File: src/rtl/instr_loader_pkg.sv
// Shared constants, FSM state type and reset program image for the instruction loader.
package instr_loader_pkg;

  localparam int unsigned DEPTH  = 16;
  localparam int unsigned ADDR_W = 4;
  localparam int unsigned DATA_W = 8;
  localparam int unsigned CNT_W  = ADDR_W + 1;

  typedef enum logic [1:0] {
    RUN  = 2'd0,
    LOAD = 2'd1,
    DONE = 2'd2
  } state_t;

  // Reset image; index 0 is the rightmost entry.
  localparam logic [DEPTH-1:0][DATA_W-1:0] DEFAULT_PROGRAM = {
    8'hF0, 8'hDE, 8'hBC, 8'h9A, 8'h78, 8'h56, 8'h34, 8'h12,
    8'hEF, 8'hCD, 8'hAB, 8'h89, 8'h67, 8'h45, 8'h23, 8'h01
  };

endpackage

File: src/rtl/instr_ram.sv
// 16x8 instruction store: reset image, synchronous write, combinational read.
module instr_ram
  import instr_loader_pkg::*;
(
  input  logic              clk,
  input  logic              rst,
  input  logic              we,
  input  logic [ADDR_W-1:0] waddr,
  input  logic [DATA_W-1:0] wdata,
  input  logic [ADDR_W-1:0] raddr,
  output logic [DATA_W-1:0] rdata
);

  logic [DEPTH-1:0][DATA_W-1:0] mem;

  // Storage array; reset restores the default program.
  always_ff @(posedge clk or posedge rst) begin
    if (rst) begin
      mem <= DEFAULT_PROGRAM;
    end else if (we) begin
      mem[waddr] <= wdata;
    end
  end

  assign rdata = mem[raddr];

endmodule

File: src/rtl/instr_loader.sv
// Writable instruction store with a byte-load front end that holds the CPU in reset while loading.
module instr_loader
  import instr_loader_pkg::*;
(
  input  logic              clk,
  input  logic              rst,
  input  logic              load_req,
  input  logic [DATA_W-1:0] byte_in,
  input  logic              byte_valid,
  output logic              byte_ready,
  input  logic [ADDR_W-1:0] fetch_addr,
  output logic [DATA_W-1:0] instruction,
  output logic              cpu_hold,
  output logic              load_done,
  output logic [CNT_W-1:0]  byte_count
);

  state_t            state;
  logic [ADDR_W-1:0] wr_ptr;
  logic              xfer;
  logic              last;

  // byte_ready is a registered copy of (state == LOAD), so no path from byte_valid.
  assign xfer = byte_valid & byte_ready;
  assign last = (wr_ptr == ADDR_W'(DEPTH - 1));

  // Load-control FSM with registered Moore outputs.
  always_ff @(posedge clk or posedge rst) begin
    if (rst) begin
      state      <= RUN;
      wr_ptr     <= '0;
      byte_count <= '0;
      load_done  <= 1'b0;
      byte_ready <= 1'b0;
      cpu_hold   <= 1'b0;
    end else begin
      load_done <= 1'b0;
      case (state)
        RUN: begin
          if (load_req) begin
            state      <= LOAD;
            wr_ptr     <= '0;
            byte_count <= '0;
            byte_ready <= 1'b1;
            cpu_hold   <= 1'b1;
          end
        end
        LOAD: begin
          if (xfer) begin
            byte_count <= byte_count + CNT_W'(1);
            // Pointer saturates at the last entry; a full load always ends here.
            if (!last) begin
              wr_ptr <= wr_ptr + ADDR_W'(1);
            end
          end
          if ((xfer && last) || !load_req) begin
            state      <= DONE;
            byte_ready <= 1'b0;
            load_done  <= 1'b1;
          end
        end
        DONE: begin
          if (!load_req) begin
            state    <= RUN;
            cpu_hold <= 1'b0;
          end
        end
        default: begin
          state      <= RUN;
          byte_ready <= 1'b0;
          cpu_hold   <= 1'b0;
        end
      endcase
    end
  end

  instr_ram u_ram (
    .clk   (clk),
    .rst   (rst),
    .we    (xfer),
    .waddr (wr_ptr),
    .wdata (byte_in),
    .raddr (fetch_addr),
    .rdata (instruction)
  );

endmodule
File: config.mk
export PLATFORM = sky130hd
export DESIGN_NAME = instr_loader
export DESIGN_NICKNAME = d
export VERILOG_FILES = /design/src/rtl/instr_loader_pkg.sv /design/src/rtl/instr_ram.sv /design/src/rtl/instr_loader.sv
export SDC_FILE = /design/constraint.sdc
export NUM_CORES = 1
export LEC_CHECK = 0
export ABC_AREA = 1
export CORE_ASPECT_RATIO = 1.5
export CORE_MARGIN = 3
export CORE_UTILIZATION = 28
export DETAILED_ROUTE_END_ITERATION = 16
export PLACE_DENSITY = 0.54
export SETUP_SLACK_MARGIN = 0.4
export SKIP_LAST_GASP = 1
export SLEW_MARGIN = 5
export SYNTH_ARGS = -nofsm -noshare
export SYNTH_HDL_FRONTEND = slang
export SYNTH_SLANG_ARGS = --single-unit
File: constraint.sdc
create_clock -name clk -period 12.2 [get_ports clk]
set_input_delay 2.44 -clock clk [delete_from_list [all_inputs] [get_ports clk]]
set_output_delay 2.44 -clock clk [all_outputs]
set_load 0.01 [all_outputs]
-- Word level (Yosys, flattened, before mapping)
Cells that the tools add are included.
Widths: inputs -> output; s select.
- output and inout port bits: 16
- input port bits: 16
- logic and storage cells: 72
- register bits after elaboration: 142
- add/subtract/negate cells: 2
- reductions and logical operators: 11
- bitwise logic cells: 3
- order comparisons: 3
- multiplexer cells: 23
- eq/ne operators: 8
- operators with widths (cell ; number):
    $bwmux 128 ; 1
    $bmux 8 s4 ; 1
    $demux 8 s4 ; 1
    $mux 8 ; 2
    $mux 4 ; 3
    $reduce_and 3->1 ; 4
    $lt 4x5->1 const B ; 2
    $mux 5 ; 2
    $ne 2x2->1 const B ; 5
    $pmux 5 s2 ; 1
    $pmux 4 s2 ; 1
    $mux 2 ; 3
    $pmux 1 s3 ; 2
    $pmux 2 s3 ; 1
    $add 5x1->5 const B ; 1
    $mux 1 ; 5
    $add 4x1->4 const B ; 1
    $eq 4x4->1 const B ; 1
    $ge 4x1->1 const B ; 1
    $reduce_and 4->1 ; 1
    $eq 2x1->1 const B ; 1
    $eq 2x2->1 const B ; 1
    $logic_and 1x1->1 ; 2
    $logic_not 2->1 ; 1
    other kinds (5) ; 6

-- Longest topological paths before layout
- depth in word-level cells: 5
- mapped depth: 8
- depth with buffers taken out: 8

-- Modules after synthesis
Synthesis repeated with hierarchy kept, for this count alone.
- cell total of the unflattened synthesis: 933
- area, all modules: 7179.4 µm²
- modules (own cells, without submodules) (module ; area each (µm²) ; instances ; cells an instance ; sequential area each (µm²)):
    instr_ram ; 6428.7 ; 1 ; 846 ; 3283.1
    instr_loader ; 750.7 ; 1 ; 87 ; 350.3

-- Least setup slack after synthesis
OpenSTA, ideal clock, no wires.
- path type: input to output
- from: in fetch_addr[2]
- to: out instruction[3]
- buffers on the path: 2
- data arrival time: 3.256 ns
- data required time: 9.760 ns
- cell stages on the path: 6
- setup slack: 6.504 ns
- cell sequence: buf_2 -> inv_1 -> clkbuf_1 -> nand3_1 -> nand3_1 -> nand2_1
- word-level cells in the longest chain between the ends: 2
- ends and longest elaborated chain (item ; line ; source):
    start, declared ; instr_loader.sv:11 ; input logic [ADDR_W-1:0] fetch_addr,
    $bmux 8 s4 ; instr_ram.sv:25 ; assign rdata = mem[raddr];
    $mux 8 (implied by the code) ; instr_ram.sv:25 ;
    end, declared ; instr_loader.sv:12 ; output logic [DATA_W-1:0] instruction,
Every way passes these cells. The select of a mux whose other input is x is not followed.

-- Final worst setup path
- from: in fetch_addr[1]
- to: out instruction[7]
The elaborated chain is that of the path after synthesis.

==> qor.txt <==
Status - finished, final reports clean
Largest family of logic cells by synthesized area - simple AND/OR/NAND/NOR gates
Startpoint type of the worst setup path - primary input
Global-route wire length before repair - 32200 um
Clock Tree Root - clkbuf_16
Yosys reg bits - 142
Die area - 27500 um2
TritonRoute pass-1 iters - 5
Worst Hold Class - reg2reg
Row count - 70
Min Tclk post-route - 7.61 ns
Synthesized netlist cell count - 922
Remaining global-route overflow - 0
Routed wire length - 20000 um
Core footprint - 24700 um2
Syn Std Cell Area - 7130 um2
Fill cells - 2701
Setup crit end kind - output pin
Average via count per standard cell - 4.65
Buffers on Ports - 31
Post-synthesis mux area share - 0%
TritonCTS clock tree - yes
Yosys Warn Count - 0
Worst-margin pin slew - 1.15 ns
IO Pins - 32
Max-slew headroom - 23.3%
Total number of vias - 5876
Worst vdd ir - 0.0952 mV
Layout Nets - 948
Sw frac - 30.0%
Worst-skew pair later-pin latency - 0.42 ns
Worst EP required - 9.76 ns
TNS Setup - 0 ns
Synthesized area per cell - 7.74 um2
Leakage - 0.00360 uW
CTS Hold Bufs - 0
Total CTS buffers - 17
Antenna violations before repair - 0
Endpoints failing hold - 0
Distinct cells, synth - 23
Final Max Slew Viols - 0
Int Power - 994 uW
Die Span Y - 201 um
F_max - 0.131 GHz
Ant. Diodes - 0
GPL Wtd Cong - 0.789
Clock transition at path regs - 0.06 ns
Asr flop ratio synth - 100%
Sw Pwr - 426 uW
Fin crit share - 62.3%
Vias in the first global route - 5727
H-tree depth - 4
Ys flop type - dfrtp_1
Clock Skew - 0.0110 ns
Area Growth Syn to Fin - 14.0%
Cell Pwr Density - 175 nW/um2
Sequential element share of the synthesized area - 50.9%
HPWL after detailed placement - 12900 um
Initial Utilization - 28.9%
Largest net degree at the start of global routing - 80
Gate power share - 19.8%
Synth Area in XOR/XNOR - 0%
Arr. time, crit path - 5.17 ns
# setup viols final - 0
Syn_nets - 943
Post-CTS Setup Repair Bufs - 0
Adder-cell share of the synthesized area - 0.877%
Layout cells sized above 1 - 12.8%
RSZ-0062 raised after global routing - no
Die W - 136 um
Worst hold slack - 0.473 ns
Routed length per placed instance - 15.8 um
Setup Crit Path Kind - in2out
Max_cap viols - 0
Synth Area in Simple Gates - 26.8%
Drt drc - 0
GR Util All Layers - 15.2%
Post-route ant nets - 0
Iteration-0 DRC Markers - 475
Clock share of power - 35.7%
Reg power frac - 44.5%
Longest Clk Path Bufs - 2
Layout Utilization - 32.9%
PostCTS Resize Cnt - 0
Clk sinks - 142
Number of flops mapped to enable cells by yosys - 0
Compound-Gate Fraction of Synth Area - 10.5%
Worst-path fanout max - 33
cell usage after synthesis (2+ instances only):
library cell,instances,area share [%]
a21oi_1,2,0.14
buf_2,14,0.98
buf_6,14,2.2
clkbuf_1,20,1.1
dfrtp_1,78,27
dfstp_2,64,24
ha_1,5,0.88
inv_1,124,6.5
nand2_1,327,17
nand2_2,6,0.53
nand3_1,107,7.5
nand4_1,3,0.26
nor2_1,14,0.74
nor2_2,3,0.26
o21ai_0,105,7.4
o21ai_1,16,1.1
o21ai_2,14,1.7
layout make-up:
type                    instances  area (um2)  area share, %
inverters                     125         474           5.83
multi-input cells             607        2730           33.5
well taps                     324         405           4.99
clock inverters                 7        87.6           1.08
repair buffers                 34         328           4.03
flip-flops and latches        142        3630           44.7
clock buffers                  25         475           5.85
routing by layer:
layer | track usage [%] | up-vias | part of all wire [%]
li1 | - | 2902 | -
met2 | 25.1 | 106 | 49
met4 | 5.84 | 0 | 2.9
met5 | 0 | - | 0
met3 | 2.78 | 33 | 3.7
met1 | 19.5 | 2835 | 44
registers in the layout, indices dropped and copies added, names as in the netlist:
name,count
load_done,1
u_ram.mem,128
wr_ptr,4
byte_count,5
cpu_hold,1
byte_ready,1
state,2
cell usage in the layout, fill, tap and decap left out:
cell type and count:
inv_6 1, nand3_1 107, nor2_1 14, nand2_2 6, buf_4 3, a31oi_1 1, bufinv_16 2, nor2_2 3
inv_2 1, nand2_1 327, clkinvlp_4 1, clkinv_2 4, nor3_1 1, clkbuf_8 2, clkbuf_1 6, inv_1 123
dfstp_2 64, nor2_4 1, o21ai_2 14, o22ai_1 1, o21ai_1 16, nand4_1 3, nor3b_1 1, dfrtp_1 78
clkdlybuf4s50_1 30, clkbuf_16 17, o21ai_0 105, a21oi_1 2, ha_1 5, buf_2 1
critical path, stage by stage:
cell and delay [ns]:
clkdlybuf4s50_1 0.40, buf_4 0.25, inv_1 0.85, nand3_1 0.30, nand3_1 0.16, nand3_1 0.11, nand2_1 0.09, clkdlybuf4s50_1 0.53
metrics by stage:
| stage | instance area (um2) | total power, uW | std cells | setup slack, ns |
|---|---|---|---|---|
| after floorplan | 7130 | 825 | 922 | 6.06 |
| after global placement | 7570 | 918 | 1232 | 4.61 |
| after detailed placement | 7570 | 922 | 1232 | 4.59 |
| after CTS | 8130 | 1430 | 1264 | 4.58 |
| after global routing | 8130 | 1510 | 1264 | 4.41 |
| final | 8130 | 1420 | 1264 | 4.59 |
power groups by stage:
stage / Clock (uW) / Combinational, uW / Sequential [uW]
floorplan: 0 / 198 / 627
global placement: 0 / 282 / 637
detailed placement: 0 / 284 / 638
CTS: 517 / 286 / 632
global route: 537 / 330 / 643
finish: 507 / 282 / 632
cells by family after synthesis:
kind of cell    after synthesis
buf+inv                     173
compound gates              139
simple gates                463
flops                       142
fa+ha+maj                     5
worst paths after layout:
| check | from | to | slack (ns) | depth (start not counted) |
|---|---|---|---|---|
| min in group asynchronous | rst | byte_count[4] | 2.51 | 2 |
| max reg2reg | wr_ptr[0] | u_ram.mem[83] | 10.26 | 7 |
| min reg2reg | u_ram.mem[59] | u_ram.mem[59] | 0.47 | 2 |
| max | fetch_addr[1] | instruction[7] | 4.59 | 8 |
| max in group asynchronous | rst | u_ram.mem[60] | 8.34 | 3 |
| min | u_ram.mem[59] | u_ram.mem[59] | 0.47 | 2 |
No activity file was read; power rests on OpenSTA's default activity.
